## config.mk

```make
export PLATFORM = sky130hd
export DESIGN_NAME = mod_counter
export DESIGN_NICKNAME = d
export VERILOG_FILES = /design/src/rtl/mod_counter.sv
export SDC_FILE = /design/constraint.sdc
export NUM_CORES = 1
export LEC_CHECK = 0
export BUFFER_PORTS_ARGS = -buffer_cell sky130_fd_sc_hd__buf_2
export CORE_UTILIZATION = 50
export CTS_CLUSTER_DIAMETER = 120
export DETAILED_ROUTE_END_ITERATION = 8
export PLACE_DENSITY_LB_ADDON = 0.1
export SKIP_CTS_REPAIR_TIMING = 1
export SYNTH_ARGS = -nofsm -noshare
export SYNTH_HDL_FRONTEND = slang
export SYNTH_SLANG_ARGS = --single-unit
```

## constraint.sdc

```tcl
create_clock -name clk -period 4.3 [get_ports clk]
set_clock_uncertainty 0.05 [all_clocks]
set_input_delay 0.43 -clock clk [delete_from_list [all_inputs] [get_ports clk]]
set_output_delay 0.43 -clock clk [all_outputs]
set_load 0.01 [all_outputs]
```

## src/rtl/mod_counter.sv

```systemverilog
// Parametrised up/down modulus counter with load, wrap/saturate mode, terminal-count pulse and sticky overflow.
// Optional clock-enable prescaler compiled in with `define MOD_COUNTER_PRESCALER_EN.
module mod_counter #(
    parameter int unsigned WIDTH    = 8,
    parameter int unsigned MODULUS  = 256,
    parameter int unsigned PRESCALE = 4
) (
    input  logic             clk,
    input  logic             rst,
    input  logic             en,
    input  logic             up,
    input  logic             sat,
    input  logic             load,
    input  logic [WIDTH-1:0] load_val,
    input  logic             ovf_clr,
    output logic [WIDTH-1:0] count,
    output logic             tc,
    output logic             ovf
);

    localparam logic [WIDTH-1:0] MAX_VAL = WIDTH'(MODULUS - 1);
    localparam logic [WIDTH:0]   MOD_EXT = (WIDTH + 1)'(MODULUS);

    // Elaboration-time parameter sanity
    if (WIDTH < 2) begin : g_bad_width
        $error("mod_counter: WIDTH must be >= 2");
    end
    if (MODULUS < 2 || MODULUS > (2 ** WIDTH)) begin : g_bad_modulus
        $error("mod_counter: MODULUS must be in 2..2**WIDTH");
    end
    if (PRESCALE < 2) begin : g_bad_prescale
        $error("mod_counter: PRESCALE must be >= 2");
    end

    logic             tick;
    logic             boundary;
    logic [WIDTH-1:0] count_nxt;
    logic             tc_nxt;
    logic             ovf_nxt;

`ifdef MOD_COUNTER_PRESCALER_EN
    localparam int unsigned PW      = $clog2(PRESCALE);
    localparam logic [PW-1:0] PH_LAST = PW'(PRESCALE - 1);

    logic [PW-1:0] phase;
    logic [PW-1:0] phase_nxt;

    assign tick = (phase == PH_LAST);

    // Phase restarts on load, advances only while enabled
    always_comb begin
        phase_nxt = phase;
        if (load) begin
            phase_nxt = '0;
        end else if (en) begin
            phase_nxt = tick ? '0 : phase + PW'(1);
        end
    end

    always_ff @(posedge clk) begin
        if (rst) begin
            phase <= '0;
        end else begin
            phase <= phase_nxt;
        end
    end
`else
    assign tick = 1'b1;
`endif

    // Boundary is detected before stepping so the count never leaves 0..MODULUS-1
    always_comb begin
        count_nxt = count;
        boundary  = 1'b0;
        if (load) begin
            count_nxt = ({1'b0, load_val} >= MOD_EXT) ? MAX_VAL : load_val;
        end else if (en && tick) begin
            if (up) begin
                if (count == MAX_VAL) begin
                    boundary  = 1'b1;
                    count_nxt = sat ? count : '0;
                end else begin
                    count_nxt = count + WIDTH'(1);
                end
            end else begin
                if (count == '0) begin
                    boundary  = 1'b1;
                    count_nxt = sat ? count : MAX_VAL;
                end else begin
                    count_nxt = count - WIDTH'(1);
                end
            end
        end
        tc_nxt  = boundary;
        ovf_nxt = boundary | (ovf & ~ovf_clr);
    end

    always_ff @(posedge clk) begin
        if (rst) begin
            count <= '0;
            tc    <= 1'b0;
            ovf   <= 1'b0;
        end else begin
            count <= count_nxt;
            tc    <= tc_nxt;
            ovf   <= ovf_nxt;
        end
    end

endmodule

```

# Word level (Yosys, flattened, before mapping)
# Index checks and enable logic that the tools add are counted.
# word_totals
output_inout_bits	10
reg_bits	10
# op_classes
reduce_logical	3
muxes	12
n_addsub	2
eq_ne	3
n_bitwise	3
# op_table
cell	n
2-to-1 mux 8 bit	7
adder 8 x 1 -> 8 bit (second input constant)	1
== test 8 bit (second input constant)	1
zero test 8 bit	1
!= test 4 bit (second input constant)	2
subtractor 8 x 1 -> 8 bit (second input constant)	1
2-to-1 mux 1 bit	5
AND reduction 3 bit	1
nonzero test 2 bit	1
AND 1 bit	1
inverter 1 bit	1
OR 1 bit	1

# Longest topological paths before layout
# Gate-level depths: netlist of the first run.
# logic_depth
ltp_word	6
depth_mapped	8

# Least setup slack after synthesis of the first run
# No wires, ideal clock.
# synth_timing
kind	reg2reg
startpoint	register count[0]
endpoint	register count[1]
setup_ns	0.135
t_arrival_ns	1.728
stages_incl_launch_ff	9
n_path_buf	1
slack_ns	2.386
path_cell_list	dfxtp_1 -> inv_1 -> ha_1 -> nor4b_2 -> and2_2 -> o211ai_4 -> and2_0 -> buf_2 -> a211oi_1
# synth_via
elab_chain_cells	5
# synth_rtl
item	line	text
start: declaration	16	output logic [WIDTH-1:0] count,
start signal: assignment	104	count <= count_nxt;
subtractor 8 x 1 -> 8 bit (tied with other cells)	90	count_nxt = count - WIDTH'(1);
2-to-1 mux 8 bit (on tied branches)	86, 79	
2-to-1 mux 8 bit	78	if (up) begin
2-to-1 mux 8 bit	77	end else if (en && tick) begin
2-to-1 mux 8 bit	75	if (load) begin
# Several ways; a longest one is shown, not always the timed one. The select of a mux whose other input is x is not followed.
# A chain may end at the register's enable or synchronous reset.

# Worst setup path after layout of the first run
# Same ends and word-level chain as after synthesis.

==> impl_metrics.ini, run 1 <==
[yosys]
ys_warn_count = 0
synth_edf_count = 0
syn_area_per_cell_um2 = 7.80
async_flop_share_pct = 0
synth-main-ff-cell = dfxtp_1
ys_types = 44
seq_area_frac_synth_pct = 23.3
synth_nets = 128
syn_inst = 110
syn_area_um2 = 858
ys_seq_elements = 10

[timing]
tns_ns = 0
fmax_mhz = 442
final.setup.worst_slack_ns = 2.04
rsz0062_at_grt = false
worst_slew_pin_slew_ns = 0.523
slew_violations = 0
setup_viol = 0
timing.final.crit_share_pct = 52.7
report.final.hold_viol_count = 0
slew_headroom_pct = 65.1
period_needed_ns = 2.26

[layout]
final_util_pct = 63.0
layout_common_cells = 24 x buf_2, 10 x dfxtp_1, 9 x a21oi_1, 7 x o21ai_0
stdcell_count = 145
final_common_cell = buf_2
register_area_um2 = 200
multiInputGateArea_um2 = 583
fillCellCount = 139
antennaDiodeCount = 0
nets = 148
areaGrowthSynthToFinish_pct = 14.4
drive_gt1_share_pct = 28.7

[clock_network]
cts.path.max_buffers = 2
cts_buffers = 3
cts_sinks = 10
clk_pin_slew_worst_paths_ns = 0.07
worstSkewPairLatency_ns = 0.27
cts_tree = done
cts.root.buffer_cell = clkbuf_4
cts-htree-levels = 1

[detailed_routing]
drtIter0Drc = 33
vias = 935
wl_per_cell_um = 15.9
dr.pass1.iters = 7
postRouteAntennaNets = 0
drc = 4
drt-total-wl_um = 2310
avgViaCountPerCell = 6.45

[job]
maxCapViolations = 0

[global_routing]
grt.total_usage_pct = 28.1
grt_first_pass_wirelength_um = 3910
global_route.overflow_total = 0
antenna_found_initial = 0
grt_max_degree = 16
grt_pass1_vias = 836

[placement]
port_buffers = 24
gp_congestion = 0.910
placed_cells = 141
post-dp-hpwl_um = 1670
pre_cts_ws_ns = 2.09

[floorplanning]
initial_core_util_pct = 55.1
core_region_area_um2 = 1560
row_count = 14
ios = 25
die_h_um = 43.4
die_area_um2 = 1890
die_w_um = 43.4

[status]
status = finished with violations
violations = DRC

[worst_setup_path]
cp_data_required_time_ns = 4.39
critPathKind = flop to flop
endpoint_kind = flop
cp-start-kind = flop
worstPathArrival_ns = 2.35
crit_fanout = 10

[pwr]
leakage_nw = 0.412
powerDensity_nw_per_um2 = 305
power_w = 0.000300
max-vdd-ir-drop_uv = 230

[worst_hold_path]
hold_path.class = input port to flop
## synthesized netlist by cell type, drive strengths merged (2+ instances only)
cell    instances  area (um^2)
dfxtp          10          200
a21oi           9         45.0
o21ai           7         35.0
a31oi           6         37.5
buf             6         40.0
inv             6         22.5
nand2           6         22.5
nor2            6         22.5
a211oi          5         37.5
nand3           4         20.0
and3            3         18.8
clkbuf          3         12.5
ha              3         37.5
nand4           3         18.8
or3             3         18.8
a41oi           2         17.5
and2            2         13.8
nand2b          2         12.5
nor4b           2         23.8
o211ai          2         28.8
o22ai           2         12.5
o311ai          2         17.5
o31ai           2         15.0
## worst max-delay path, cell delays in order, from the launching register on
cell and delay (ns):
dfxtp_1 0.48, inv_1 0.13, ha_1 0.21, nor4b_2 0.17, and2_2 0.24, o211ai_4 0.29, and2_0 0.41, a211oi_1 0.15
## area by class of cell
type	instances	area share, %
clock buffers	4	3.69
multi-input cells	85	59.4
inverters	6	2.29
repair buffers	24	12.2
well taps	16	2.04
flip-flops and latches	10	20.4
## through the flow
| stage | hold slack, ns | instance area (um^2) |
|---|---|---|
| 6_report | 0.363 | 982 |
| 3_3_place_gp | 0.408 | 946 |
| 5_1_grt | 0.378 | 982 |
| 2_1_floorplan | 0.443 | 858 |
| 3_5_place_dp | 0.414 | 946 |
| 4_1_cts | 0.362 | 982 |
## metal layers
layer  vias up  share of wire, %  track usage [%]
met3         5               3.7             5.00
met5         -                 0                0
li1        467                 -                -
met2        26                46             41.2
met1       437                49             39.9
met4         0               1.7             13.1
## worst paths after layout
| kind | from | endpoint | slack [ns] | cells past startpoint |
|---|---|---|---|---|
| worst max-delay path | count[0] | count[1] | 2.04 | 7 |
| worst min-delay path | ovf_clr | ovf | 0.36 | 3 |
| worst max register to register | count[0] | count[1] | 2.04 | 7 |
| worst min register to register | ovf | ovf | 0.43 | 2 |
## kinds of logic (layout without fill, tap and decap cells)
family / after synthesis / in the layout / share of synthesized area (%)
AOI/OAI and AO/OA: 43 / 43 / 35.7
and+or+nand+nor: 36 / 36 / 24.5
buffers and inverters: 15 / 34 / 8.75
DFF: 10 / 10 / 23.3
adders and majority gates: 3 / 3 / 4.37
xor gates and xnor gates: 2 / 2 / 2.04
muxes: 1 / 1 / 1.31
## sequential cells by signal (all words and copies together) (netlist names)
name,count
count,8
ovf,1
tc,1
## where the power goes
| part | switching [W] | internal (W) |
|---|---|---|
| Combinational | 0.0000482 | 0.0000413 |
| Clock | 0.0000354 | 0.0000516 |
| Sequential | 0.0000223 | 0.000101 |
| Total | 0.000106 | 0.000194 |
Power figures use the tool's default switching activity.
==> inputs of run 2 (changes only) <==
--- a/config.mk
+++ b/config.mk
@@ -5,6 +5,7 @@
 export SDC_FILE = /design/constraint.sdc
 export NUM_CORES = 1
 export LEC_CHECK = 0
+export ABC_AREA = 1
 export BUFFER_PORTS_ARGS = -buffer_cell sky130_fd_sc_hd__buf_2
 export CORE_UTILIZATION = 50
 export CTS_CLUSTER_DIAMETER = 120
==> constraint.sdc (replaced) <==
create_clock -name clk -period 2.3 [get_ports clk]
set_clock_uncertainty 0.05 [all_clocks]
set_input_delay 0.23 -clock clk [delete_from_list [all_inputs] [get_ports clk]]
set_output_delay 0.23 -clock clk [all_outputs]
set_load 0.01 [all_outputs]
==> impl_metrics.ini, run 2 <==
[pwr]
seq_power_share_pct = 36.3
pwr-share-clk_pct = 28.4
pwr-share-comb_pct = 35.3
leakage_nw = 0.602
switchingPower_w = 0.000228
powerDensity_nw_per_um2 = 533
p_int_w = 0.000364
max-vdd-ir-drop_uv = 316
swShare_pct = 38.5

[clock_network]
cts-htree-levels = 1
cts_sinks = 10
cts_buffers = 3
cts.root.buffer_cell = clkbuf_4
clk_pin_slew_worst_paths_ns = 0.07
worstSkewPairLatency_ns = 0.27
cts_tree = done
cts.path.max_buffers = 2

[timing]
slew_violations = 0
tns_ns = 0
timing.final.crit_share_pct = 82.3
report.final.hold_viol_count = 0
worst_slew_pin_slew_ns = 0.356
period_needed_ns = 1.89
slew_headroom_pct = 76.2
rsz0062_at_grt = false
setup_viol = 0
fmax_mhz = 528

[placement]
post-dp-hpwl_um = 1890
port_buffers = 24
gp_congestion = 0.956
placed_cells = 213
place_area_um2 = 1070

[worst_hold_path]
holdCritStartpoint = rst
hold_path.class = input port to flop
whs_endpoint = count[1]
holdPathStages = 2

[layout]
areaGrowthSynthToFinish_pct = 16.4
largest_register_ff_count = 8
top_regs = count: 8 flops, ovf: 1 flops, tc: 1 flops
nets = 211
antennaDiodeCount = 0
stdcell_count = 217
largest_register = count
layout_common_cells = 58 x nand2_1, 24 x buf_2, 20 x nand3_1, 19 x inv_1, 17 x nor2_1
final_common_cell = nand2_1
fillCellCount = 199
drive_gt1_share_pct = 21.4
fin_area_um2 = 1110

[floorplanning]
die_h_um = 45.7
die_area_um2 = 2090
die_w_um = 45.7
initial_core_util_pct = 54.1
core_region_area_um2 = 1760
row_count = 15
ios = 25

[worst_setup_path]
ff2ff_path_depth = 9
worstPathArrival_ns = 2.05
cp_data_required_time_ns = 2.46
critPathKind = flop to flop
rr_endpoint = count[1]
cp-start-kind = flop
crit_fanout = 12
rr_startpoint = count[0]
r2r_slack_ns = 0.41
endpoint_kind = flop

[global_routing]
global_route.overflow_total = 0
grt.total_usage_pct = 26.1
grt_first_pass_wirelength_um = 4020
grt_pass1_vias = 988
antenna_found_initial = 0
grt_max_degree = 13

[yosys]
yosysMostFrequentCell = nand2_1
synth_nets = 187
synth-main-ff-cell = dfxtp_1
synth_top_area_cell = nand2_1
syn_area_per_cell_um2 = 5.65
ys_warn_count = 0
syn_area_um2 = 955
yosys-top-cells-area = nand2_1 23%, dfxtp_1 21%, nand3_1 10%
synth_top_area_share_pct = 22.8
seq_area_frac_synth_pct = 21.0
ys_types = 21
async_flop_share_pct = 0
netlist_top_cells_count = 58 x nand2_1, 20 x nand3_1, 19 x inv_1, 17 x nor2_1, 10 x dfxtp_1
synth_edf_count = 0
syn_inst = 169
ys_seq_elements = 10

[detailed_routing]
drc = 0
dr.pass1.iters = 4
avgViaCountPerCell = 5.25
drt-total-wl_um = 2420
drtIter0Drc = 53
vias = 1139
wl_per_cell_um = 11.2
postRouteAntennaNets = 0

[job]
maxCapViolations = 0

[status]
status = complete, no violations
==> run 2: stage by stage <==
step / hold slack, ns / power, W / setup WS (ns) / util [%]
2_1_floorplan: 0.242 / 0.000369 / 0.711 / -
3_3_place_gp: 0.383 / 0.000423 / 0.559 / 60.9
3_5_place_dp: 0.386 / 0.000426 / 0.468 / 60.9
4_1_cts: 0.105 / 0.000589 / 0.444 / 63.0
5_1_grt: 0.118 / 0.000633 / 0.286 / 63.0
6_report: 0.104 / 0.000592 / 0.406 / 63.0
==> run 2: worst max-delay path: stages, from the launching register on <==
cell and delay [ns]:
dfxtp_1 0.46, inv_1 0.18, ha_1 0.23, nand3_1 0.10, nor2_1 0.07, nand4_1 0.08, nand3_2 0.23, inv_1 0.24
nand2_1 0.09, a21oi_2 0.11
==> run 2: layout make-up <==
class | instances | area (um^2) | area share [%]
clock buffers | 4 | 36.3 | 3.27
inverters | 20 | 75.1 | 6.76
multi-input cells | 134 | 648 | 58.3
flip-flops and latches | 10 | 200 | 18.0
well taps | 25 | 31.3 | 2.82
repair buffers | 24 | 120 | 10.8
==> run 2: worst max path at each step <==
stage                           to  depth (start not counted)      from  slack (ns)
after CTS                 count[1]                          9  count[0]        0.44
after global placement    count[1]                          9  count[0]        0.56
after global routing      count[1]                          9  count[0]        0.29
final                     count[1]                          9  count[0]        0.41
after floorplan           count[6]                          9  count[0]        0.71
after detailed placement  count[1]                          9  count[0]        0.47
==> run 2: kinds of logic (layout without fill, tap and decap cells) <==
family / Yosys count / in the layout / synth area share (%)
AND/OR/NAND/NOR: 110 / 110 / 50.5
buffers and inverters: 25 / 48 / 11.1
AO/OA/AOI/OAI: 19 / 19 / 11.7
flip-flops: 10 / 10 / 21.0
adder cells (fa/ha/maj): 3 / 3 / 3.93
XOR/XNOR: 2 / 2 / 1.84
==> run 2: routing by layer <==
metal / up-vias / GRT usage [%] / routed length [um]
met1: 503 / 36.5 / 1150
met4: 0 / 10.0 / 21
li1: 583 / - / -
met3: 4 / 2.38 / 156
met5: - / 0 / 0
met2: 49 / 41.1 / 1100
==> run 2: power by group through the flow <==
stage / clock network (W) / logic (W) / registers, W
6_report: 0.000168 / 0.000209 / 0.000215
5_1_grt: 0.000176 / 0.000237 / 0.000219
4_1_cts: 0.000166 / 0.000208 / 0.000215
3_5_place_dp: 0 / 0.000207 / 0.000219
3_3_place_gp: 0 / 0.000204 / 0.000218
2_1_floorplan: 0 / 0.000152 / 0.000218
